===== src/rtl/date_advance_seq_if.sv =====
// Request/result bundle for the shared date-arithmetic unit.
// The requester drives the master side; date_advance_seq uses the slave side.
interface date_advance_seq_if #(
  parameter int N_W  = 10,
  parameter int YC_W = 8
);
  logic            start;
  logic [4:0]      day_in;
  logic [3:0]      month_in;
  logic [N_W-1:0]  n_in;
  logic            leap_in;
  logic            busy;
  logic            done;
  logic            err;
  logic            ovf;
  logic [4:0]      day_out;
  logic [3:0]      month_out;
  logic [YC_W-1:0] year_carry;

  modport master (
    output start, day_in, month_in, n_in, leap_in,
    input  busy, done, err, ovf, day_out, month_out, year_carry
  );

  modport slave (
    input  start, day_in, month_in, n_in, leap_in,
    output busy, done, err, ovf, day_out, month_out, year_carry
  );
endinterface


===== src/rtl/date_advance_seq.sv =====
// Adds a day offset to a (day, month) date, one month boundary per cycle.
// Latency is k+1 cycles for k boundaries crossed; start is ignored while busy.
module date_advance_seq #(
  parameter int DAYS_PER_MONTH  = 30,
  parameter int MONTHS_PER_YEAR = 12,
  parameter int CAL_MODE        = 0,
  parameter int N_W             = 10,
  parameter int YC_W            = 8
) (
  input  logic         clk,
  input  logic         rst,
  date_advance_seq_if.slave bus
);

  localparam int AW = (N_W > 5) ? N_W + 1 : 6;
  localparam logic [3:0] M = (CAL_MODE == 1) ? 4'd12 : 4'(MONTHS_PER_YEAR);
  localparam logic [0:0] IDLE = 1'b0;
  localparam logic [0:0] RUN  = 1'b1;

  function automatic logic [4:0] mlen(input logic [3:0] m, input logic lp);
    logic [4:0] r;
    r = 5'd31;
    if (CAL_MODE == 0) begin
      r = 5'(DAYS_PER_MONTH);
    end else begin
      case (m)
        4'd2:                    r = lp ? 5'd29 : 5'd28;
        4'd4, 4'd6, 4'd9, 4'd11: r = 5'd30;
        default:                 r = 5'd31;
      endcase
    end
    return r;
  endfunction

  logic [0:0]      state;
  logic [AW-1:0]   acc;
  logic [3:0]      mon;
  logic [YC_W-1:0] yc;
  logic            leap;
  logic            ovf_r;
  logic            done_r;
  logic            err_r;
  logic [4:0]      day_r;
  logic [3:0]      month_r;
  logic [YC_W-1:0] yc_r;

  logic [4:0] in_len;
  logic [4:0] cur_len;
  logic       in_ok;
  logic       step;

  always_comb begin
    in_len  = mlen(bus.month_in, bus.leap_in);
    cur_len = mlen(mon, leap);
    in_ok   = (bus.month_in != 4'd0) && (bus.month_in <= M) &&
              (bus.day_in != 5'd0) && (bus.day_in <= in_len);
    step    = acc > AW'(cur_len);
  end

  always_ff @(posedge clk or posedge rst) begin
    if (rst) begin
      state   <= IDLE;
      acc     <= '0;
      mon     <= '0;
      yc      <= '0;
      leap    <= 1'b0;
      ovf_r   <= 1'b0;
      done_r  <= 1'b0;
      err_r   <= 1'b0;
      day_r   <= '0;
      month_r <= '0;
      yc_r    <= '0;
    end else begin
      done_r <= 1'b0;
      case (state)
        IDLE: begin
          if (bus.start) begin
            ovf_r <= 1'b0;
            if (in_ok) begin
              acc   <= AW'(bus.day_in) + AW'(bus.n_in);
              mon   <= bus.month_in;
              yc    <= '0;
              leap  <= bus.leap_in;
              state <= RUN;
            end else begin
              // Rejected request completes at once and echoes the inputs.
              done_r  <= 1'b1;
              err_r   <= 1'b1;
              day_r   <= bus.day_in;
              month_r <= bus.month_in;
              yc_r    <= '0;
            end
          end
        end
        RUN: begin
          if (step) begin
            acc <= acc - AW'(cur_len);
            if (mon == M) begin
              mon  <= 4'd1;
              // Only the starting year's February can be a leap February.
              leap <= 1'b0;
              if (&yc) ovf_r <= 1'b1;
              else     yc    <= yc + YC_W'(1);
            end else begin
              mon <= mon + 4'd1;
            end
          end else begin
            day_r   <= acc[4:0];
            month_r <= mon;
            yc_r    <= yc;
            done_r  <= 1'b1;
            err_r   <= 1'b0;
            state   <= IDLE;
          end
        end
        default: state <= IDLE;
      endcase
    end
  end

  assign bus.busy       = (state == RUN);
  assign bus.done       = done_r;
  assign bus.err        = err_r;
  assign bus.ovf        = ovf_r;
  assign bus.day_out    = day_r;
  assign bus.month_out  = month_r;
  assign bus.year_carry = yc_r;

endmodule

===== src/flat_wrapper.sv =====
// flat-port wrapper written by rule: the top's interface ports become plain ports
module date_advance_seq_flat 
#(
  parameter int DAYS_PER_MONTH  = 30,
  parameter int MONTHS_PER_YEAR = 12,
  parameter int CAL_MODE        = 0,
  parameter int N_W             = 10,
  parameter int YC_W            = 8
)
  (clk, rst, bus_start, bus_day_in, bus_month_in, bus_n_in, bus_leap_in, bus_busy, bus_done, bus_err, bus_ovf, bus_day_out, bus_month_out, bus_year_carry);
  date_advance_seq_if #(.N_W(N_W), .YC_W(YC_W)) bus_i ();
  input  logic clk;
  input  logic rst;
  input wire logic [$bits(bus_i.start)-1:0] bus_start;
  input wire logic [$bits(bus_i.day_in)-1:0] bus_day_in;
  input wire logic [$bits(bus_i.month_in)-1:0] bus_month_in;
  input wire logic [$bits(bus_i.n_in)-1:0] bus_n_in;
  input wire logic [$bits(bus_i.leap_in)-1:0] bus_leap_in;
  output wire logic [$bits(bus_i.busy)-1:0] bus_busy;
  output wire logic [$bits(bus_i.done)-1:0] bus_done;
  output wire logic [$bits(bus_i.err)-1:0] bus_err;
  output wire logic [$bits(bus_i.ovf)-1:0] bus_ovf;
  output wire logic [$bits(bus_i.day_out)-1:0] bus_day_out;
  output wire logic [$bits(bus_i.month_out)-1:0] bus_month_out;
  output wire logic [$bits(bus_i.year_carry)-1:0] bus_year_carry;
  assign bus_i.start = bus_start;
  assign bus_i.day_in = bus_day_in;
  assign bus_i.month_in = bus_month_in;
  assign bus_i.n_in = bus_n_in;
  assign bus_i.leap_in = bus_leap_in;
  assign bus_busy = bus_i.busy;
  assign bus_done = bus_i.done;
  assign bus_err = bus_i.err;
  assign bus_ovf = bus_i.ovf;
  assign bus_day_out = bus_i.day_out;
  assign bus_month_out = bus_i.month_out;
  assign bus_year_carry = bus_i.year_carry;
  date_advance_seq #(.DAYS_PER_MONTH(DAYS_PER_MONTH), .MONTHS_PER_YEAR(MONTHS_PER_YEAR), .CAL_MODE(CAL_MODE), .N_W(N_W), .YC_W(YC_W)) u_core (.clk(clk), .rst(rst), .bus(bus_i));
endmodule

===== config.mk =====
export PLATFORM = sky130hd
export DESIGN_NAME = date_advance_seq_flat
export DESIGN_NICKNAME = d
export VERILOG_FILES = /design/src/rtl/date_advance_seq_if.sv /design/src/rtl/date_advance_seq.sv /design/src/flat_wrapper.sv
export SDC_FILE = /design/constraint.sdc
export NUM_CORES = 1
export LEC_CHECK = 0
export CORE_MARGIN = 3
export CORE_UTILIZATION = 50
export CTS_CLUSTER_DIAMETER = 40
export DETAILED_ROUTE_END_ITERATION = 12
export PLACE_DENSITY = 0.86
export SLEW_MARGIN = 20
export SYNTH_ARGS = -nofsm -noshare
export SYNTH_HDL_FRONTEND = slang
export SYNTH_SLANG_ARGS = --single-unit

===== constraint.sdc =====
create_clock -name clk -period 2.48 [get_ports clk]
set_input_delay 0.248 -clock clk [delete_from_list [all_inputs] [get_ports clk]]
set_output_delay 0.248 -clock clk [all_outputs]
set_load 0.01 [all_outputs]

## Word-level counts from Yosys, hierarchy flattened

Cells that the tools add are included.

| storage, ports and cells | value |
|---|---|
| word-level logic and storage cells | 81 |
| register bits | 44 |
| input bits | 23 |
| output and inout bits | 21 |

| cells by class | value |
|---|---|
| reduce and logical (&&, ||, !) cells | 10 |
| bitwise logic cells | 1 |
| $lt $le $gt $ge | 3 |
| equality and inequality tests | 9 |
| multiplexer cells | 44 |
| add/subtract/negate cells | 4 |

Operators with widths:

| cell | number |
|---|---|
| 2-to-1 mux 8 bit | 8 |
| 2-to-1 mux 11 bit | 3 |
| one-hot mux 8 bit (2 select lines) | 2 |
| 2-to-1 mux 4 bit | 7 |
| one-hot mux 11 bit (2 select lines) | 1 |
| one-hot mux 4 bit (2 select lines) | 2 |
| 2-to-1 mux 5 bit | 3 |
| != test 2 bit (second input constant) | 7 |
| 2-to-1 mux 1 bit | 13 |
| adder 5 x 10 -> 11 bit | 1 |
| > comparator 11 x 5 -> 1 bit (second input constant) | 1 |
| subtractor 11 x 5 -> 11 bit (second input constant) | 1 |
| one-hot mux 5 bit (2 select lines) | 1 |
| adder 8 x 1 -> 8 bit (second input constant) | 1 |
| one-hot mux 1 bit (2 select lines) | 4 |
| AND reduction 8 bit | 1 |
| AND reduction 3 bit | 2 |
| less-or-equal comparator 5 bit (second input constant) | 1 |
| AND reduction 5 bit | 1 |
| nonzero test 5 bit | 1 |
| adder 4 x 1 -> 4 bit (second input constant) | 1 |
| equality test 4 bit (second input constant) | 1 |
| less-or-equal comparator 4 bit (second input constant) | 1 |
| AND reduction 4 bit | 1 |
| other kinds (4) | 6 |

## Longest topological paths before layout

| depth | value |
|---|---|
| depth in word-level cells | 7 |
| gate-level depth with buffers | 8 |
| gate-level depth less buffers | 8 |

## Worst setup path before layout

OpenSTA, ideal clock, no wires.

| timing path | value |
|---|---|
| path kind | register to register |
| from | reg u_core.acc[1] |
| to | reg u_core.mon[0] |
| buffers on the path | 1 |
| slack | 624 ps |
| data arrival time | 1718 ps |
| library setup time | 138 ps |
| stages on the path, launching flop included | 8 |
| path through | dfrtp_1 ha_1 nand3_1 o211ai_1 buf_2 nand3_1 o22ai_1 a21oi_1 |

| on the way | value |
|---|---|
| cells in the longest elaborated chain, start to end | 3 |

RTL lines:

| item | RTL line | RTL |
|---|---|---|
| start, declared | date_advance_seq.sv:36 | `logic [AW-1:0] acc;` |
| start signal, assigned | date_advance_seq.sv:80 | `acc <= AW'(bus.day_in) + AW'(bus.n_in);` |
| start signal, assigned | date_advance_seq.sv:97 | `acc <= acc - AW'(cur_len);` |
| > comparator 11 x 5 -> 1 bit | date_advance_seq.sv:57 | `step = acc > AW'(cur_len);` |
| != test 2 bit (no source line) | -- |  |
| AND reduction 3 bit (no source line) | -- |  |
| end signal, assigned | date_advance_seq.sv:81 | `mon <= bus.month_in;` |
| end signal, assigned | date_advance_seq.sv:105 | `mon <= mon + 4'd1;` |
| end, declared | date_advance_seq.sv:37 | `logic [3:0] mon;` |

Every way passes these cells.
A chain may end at the register's enable or synchronous reset.

## Worst setup path in the final report

| timing path | value |
|---|---|
| from | reg u_core.acc[1] |
| to | reg u_core.mon[1] |

The elaborated chain is that of the path after synthesis.

==> impl_results.html <==
<table>
<tr><th>Metric</th><th>Value</th></tr>
<tr><th colspan="2">Flow run</th></tr>
<tr><td>Number of max-cap violations</td><td>0</td></tr>
<tr><th colspan="2">Synth</th></tr>
<tr><td>Net Count, Synth</td><td>315</td></tr>
<tr><td>Share of the yosys chip area belonging to registers</td><td>40.1%</td></tr>
<tr><td>Cell area after synthesis</td><td>2740 um2</td></tr>
<tr><td>Ys Warns</td><td>0</td></tr>
<tr><td>Number of synthesized flops with an enable pin</td><td>0</td></tr>
<tr><td>Share of synthesized flip-flops with an asynchronous set or reset</td><td>100%</td></tr>
<tr><td>Commonest register cell after synthesis</td><td>dfrtp_1</td></tr>
<tr><td>#FFs+latches synth</td><td>44</td></tr>
<tr><td>Synth top area share</td><td>40.1%</td></tr>
<tr><td>Post-synthesis cell type count</td><td>63</td></tr>
<tr><td>Syn Area/Cell</td><td>9.73 um2</td></tr>
<tr><td>Dominant cell type by area after synthesis</td><td>dfrtp_1</td></tr>
<tr><td>Synth area leaders</td><td>dfrtp_1 40%, mux2_2 8.2%, ha_1 4.1%</td></tr>
<tr><td>Mapped Cells</td><td>282</td></tr>
<tr><th colspan="2">Hold path</th></tr>
<tr><td>Min-delay worst type</td><td>in2async</td></tr>
<tr><th colspan="2">GRT</th></tr>
<tr><td>Sum of overflow across all layers after global routing</td><td>0</td></tr>
<tr><td>First-pass GRT wire length</td><td>10.7 mm</td></tr>
<tr><td>Total global routing track utilization</td><td>21.1%</td></tr>
<tr><td>Pin count of the biggest net entering global routing</td><td>45</td></tr>
<tr><td>Via count of the first global-routing pass</td><td>2316</td></tr>
<tr><td>Number of antenna violations at the first check in global routing</td><td>0</td></tr>
<tr><th colspan="2">Worst setup path</th></tr>
<tr><td>R2R Path End</td><td>u_core.mon[1]</td></tr>
<tr><td>Crit Path Category</td><td>reg2reg</td></tr>
<tr><td>Max Fanout on Critical Path</td><td>10</td></tr>
<tr><td>Kind of end point of the critical path</td><td>flip-flop</td></tr>
<tr><td>Internal reg-to-reg setup slack</td><td>0.22 ns</td></tr>
<tr><td>Data arrival time at the worst-slack endpoint</td><td>2.45 ns</td></tr>
<tr><td>Launch instance of the worst register-to-register path</td><td>u_core.acc[1]</td></tr>
<tr><td>Critical Path RT</td><td>2.66 ns</td></tr>
<tr><td>Type of element launching the critical path</td><td>flip-flop</td></tr>
<tr><td>Worst R2R Path Depth</td><td>7</td></tr>
<tr><th colspan="2">Timing</th></tr>
<tr><td>Relative max-transition margin</td><td>56.6%</td></tr>
<tr><td>Post-route clock period utilization</td><td>91.3%</td></tr>
<tr><td>Transition time at the pin with the least slew margin</td><td>0.648 ns</td></tr>
<tr><td>Setup-failing EPs final</td><td>0</td></tr>
<tr><td>Final worst path period need</td><td>2.26 ns</td></tr>
<tr><td>Number of hold violations in the final report</td><td>0</td></tr>
<tr><td>Worst hold-check slack</td><td>0.379 ns</td></tr>
<tr><td>Setup repair after global routing missed its margin</td><td>no</td></tr>
<tr><td>F_max</td><td>442 MHz</td></tr>
<tr><td>Final Slew Violations</td><td>0</td></tr>
<tr><td>Worst clock skew on the final layout</td><td>0.00994 ns</td></tr>
<tr><th colspan="2">Clock tree</th></tr>
<tr><td>Clock tree from TritonCTS</td><td>done</td></tr>
<tr><td>Library cell used as clock root buffer</td><td>clkbuf_8</td></tr>
<tr><td>Clock transition at the registers of the reported paths</td><td>0.09 ns</td></tr>
<tr><td>Setup Buffers After CTS</td><td>0</td></tr>
<tr><td>Hold bufs inserted after CTS</td><td>0</td></tr>
<tr><td>Clock insertion delay at the later pin of the skew report</td><td>0.30 ns</td></tr>
<tr><td>Clk sinks</td><td>44</td></tr>
<tr><td>Max clock buf depth</td><td>2</td></tr>
<tr><td>Count of instances resized after the clock tree is built</td><td>0</td></tr>
<tr><td>Total CTS buffers</td><td>5</td></tr>
<tr><td>Clock H-tree levels</td><td>2</td></tr>
<tr><th colspan="2">Floorplanning</th></tr>
<tr><td>Die Width</td><td>80.1 um</td></tr>
<tr><td>Die outline area</td><td>6410 um2</td></tr>
<tr><td>IO Count</td><td>44</td></tr>
<tr><td>Placement Rows</td><td>26</td></tr>
<tr><td>Die height</td><td>80.1 um</td></tr>
<tr><td>Placeable Area</td><td>5200 um2</td></tr>
<tr><td>Starting Density</td><td>52.7%</td></tr>
<tr><th colspan="2">Routing</th></tr>
<tr><td>Remaining antenna violation count</td><td>0</td></tr>
<tr><td>DRT iter0 DRCs</td><td>104</td></tr>
<tr><td>Final wirelength</td><td>6.44 mm</td></tr>
<tr><td>Number of search-and-repair iterations in the first detailed-routing pass</td><td>4</td></tr>
<tr><td>Number of remaining DRC errors</td><td>0</td></tr>
<tr><td>Total number of vias</td><td>2381</td></tr>
<tr><td>Routed WL per cell</td><td>15.9 um</td></tr>
<tr><td>Drt via density</td><td>5.89</td></tr>
<tr><th colspan="2">Final layout</th></tr>
<tr><td>Antenna diode count</td><td>0</td></tr>
<tr><td>Filler-free cell count of the finished design</td><td>404</td></tr>
<tr><td>Sequential cell area</td><td>1100 um2</td></tr>
<tr><td>Area of the multi-input gates</td><td>1530 um2</td></tr>
<tr><td>Filler cell count</td><td>436</td></tr>
<tr><td>Proportion of layout cells with a drive suffix above 1</td><td>15.6%</td></tr>
<tr><td>Nets@finish</td><td>366</td></tr>
<tr><td>P&amp;R area growth vs syn</td><td>23.4%</td></tr>
<tr><td>Final Util</td><td>65.1%</td></tr>
<tr><th colspan="2">Placement</th></tr>
<tr><td>Routability-driven placement congestion ratio</td><td>0.856</td></tr>
<tr><td>Number of I/O port buffers</td><td>42</td></tr>
<tr><td>Cell Count Post-Placement</td><td>396</td></tr>
<tr><td>Post-DP HPWL</td><td>4.69 mm</td></tr>
<tr><th colspan="2">Power and ir drop</th></tr>
<tr><td>Max rail drop VDD</td><td>0.000629 V</td></tr>
<tr><td>Leakage power total</td><td>0.00142 uW</td></tr>
<tr><td>Power Dens Cells</td><td>1090 nW/um2</td></tr>
<tr><th colspan="2">Status</th></tr>
<tr><td>Result of the run</td><td>finished, final reports clean</td></tr>
</table>
[worst max path at each step]
stage                        from               endpoint  slack [ns]  cells after the start
floorplan           u_core.acc[1]          u_core.mon[0]        0.62                      7
global placement    bus_day_in[0]         u_core.acc[10]      -0.001                      9
detailed placement  bus_day_in[0]         u_core.acc[10]       -0.04                      9
CTS                 u_core.acc[1]  u_core.bus.day_out[2]        0.19                      5
global route        u_core.acc[1]          u_core.mon[1]        0.05                      7
finish              u_core.acc[1]          u_core.mon[1]        0.22                      7
[synth_stat cells (all sizes together), types with 2 or more instances]
| cell type | count |
|---|---|
| a211o | 2 |
| a211oi | 4 |
| a21o | 2 |
| a21oi | 11 |
| a221oi | 4 |
| a31oi | 5 |
| buf | 5 |
| clkbuf | 4 |
| dfrtp | 44 |
| ha | 9 |
| inv | 17 |
| mux2 | 21 |
| mux2i | 6 |
| nand2 | 23 |
| nand2b | 2 |
| nand3 | 20 |
| nand4 | 3 |
| nor2 | 18 |
| nor2b | 4 |
| nor3 | 6 |
| nor3b | 3 |
| o211ai | 5 |
| o21ai | 15 |
| o22ai | 10 |
| o2bb2ai | 5 |
| o31ai | 4 |
| or4 | 3 |
| xor2 | 3 |
[worst max-delay path, cell delays in order, from the launching register on]
cell	delay [ns]
dfrtp_1	0.49
ha_1	0.24
nand3_1	0.12
o211ai_1	0.57
buf_4	0.28
nand2_1	0.16
o22ai_1	0.20
a21oi_1	0.06
[flip-flops by register name, summed over array words and instances (netlist names)]
signal and flops:
u_core.bus.day_out 5, u_core.acc 11, u_core.yc 8, u_core.bus.err 1, u_core.bus.ovf 1, u_core.bus.done 1
u_core.bus.busy 1, u_core.bus.year_carry 8, u_core.bus.month_out 4, u_core.mon 4
[through the flow]
| stage | setup slack [ns] | power (uW) | TNS [ns] | area [um2] |
|---|---|---|---|---|
| after floorplan | 0.624 | 2510 | 0 | 2740 |
| after global placement | -0.00134 | 3120 | -0.00134 | 3290 |
| after global routing | 0.0505 | 3960 | 0 | 3390 |
| after detailed placement | -0.0447 | 3210 | -0.0447 | 3290 |
| final | 0.217 | 3690 | 0 | 3390 |
| after CTS | 0.191 | 3700 | 0 | 3390 |
[metal layers]
layer,global-route usage (%),share of wire [%],vias to the layer above
li1,-,-,1165
met1,27.9,45,1141
met2,35.6,50,67
met3,3.48,4.8,8
met4,5.74,0.96,0
met5,0,0,-
[where the power goes]
group / switching (uW) / leakage [uW] / internal (uW)
combinational: 891 / 0.000836 / 962
sequential: 316 / 0.000546 / 1040
clock: 256 / 0.0000434 / 226
total: 1460 / 0.00142 / 2220
[logic make-up after synthesis]
| group | Yosys count | share of synthesized area (%) |
|---|---|---|
| fa+ha+maj | 10 | 4.83 |
| flops | 44 | 40.1 |
| buf+inv | 27 | 4.19 |
| xor+xnor | 4 | 1.28 |
| simple gates | 88 | 16.4 |
| mux | 27 | 11.4 |
| compound gates | 82 | 21.8 |
[cell usage in the layout (no fill, tap or decap), types with 6 or more instances in the layout]
cell             netlist  final
inv_1                 16     16
clkdlybuf4s50_1        0     42
o21ai_0               13     13
ha_1                   9      9
clkbuf_8               0      6
dfrtp_1               44     44
nor2_1                17     17
a21oi_1               10     10
nand2_1               22     22
nor3_1                 6      6
mux2_2                20     20
nand3_1               19     19
buf_4                  2     11
o22ai_1               10     10
[area by class of cell]
cell class,count,share of cell area (%)
clock inverter,2,0.443
timing repair buffer,53,14.9
clock buffer,6,2.44
tap,70,2.59
inverter,18,2.07
multi-input combinational,211,45.1
sequential,44,32.5
Power figures use the tool's default switching activity.
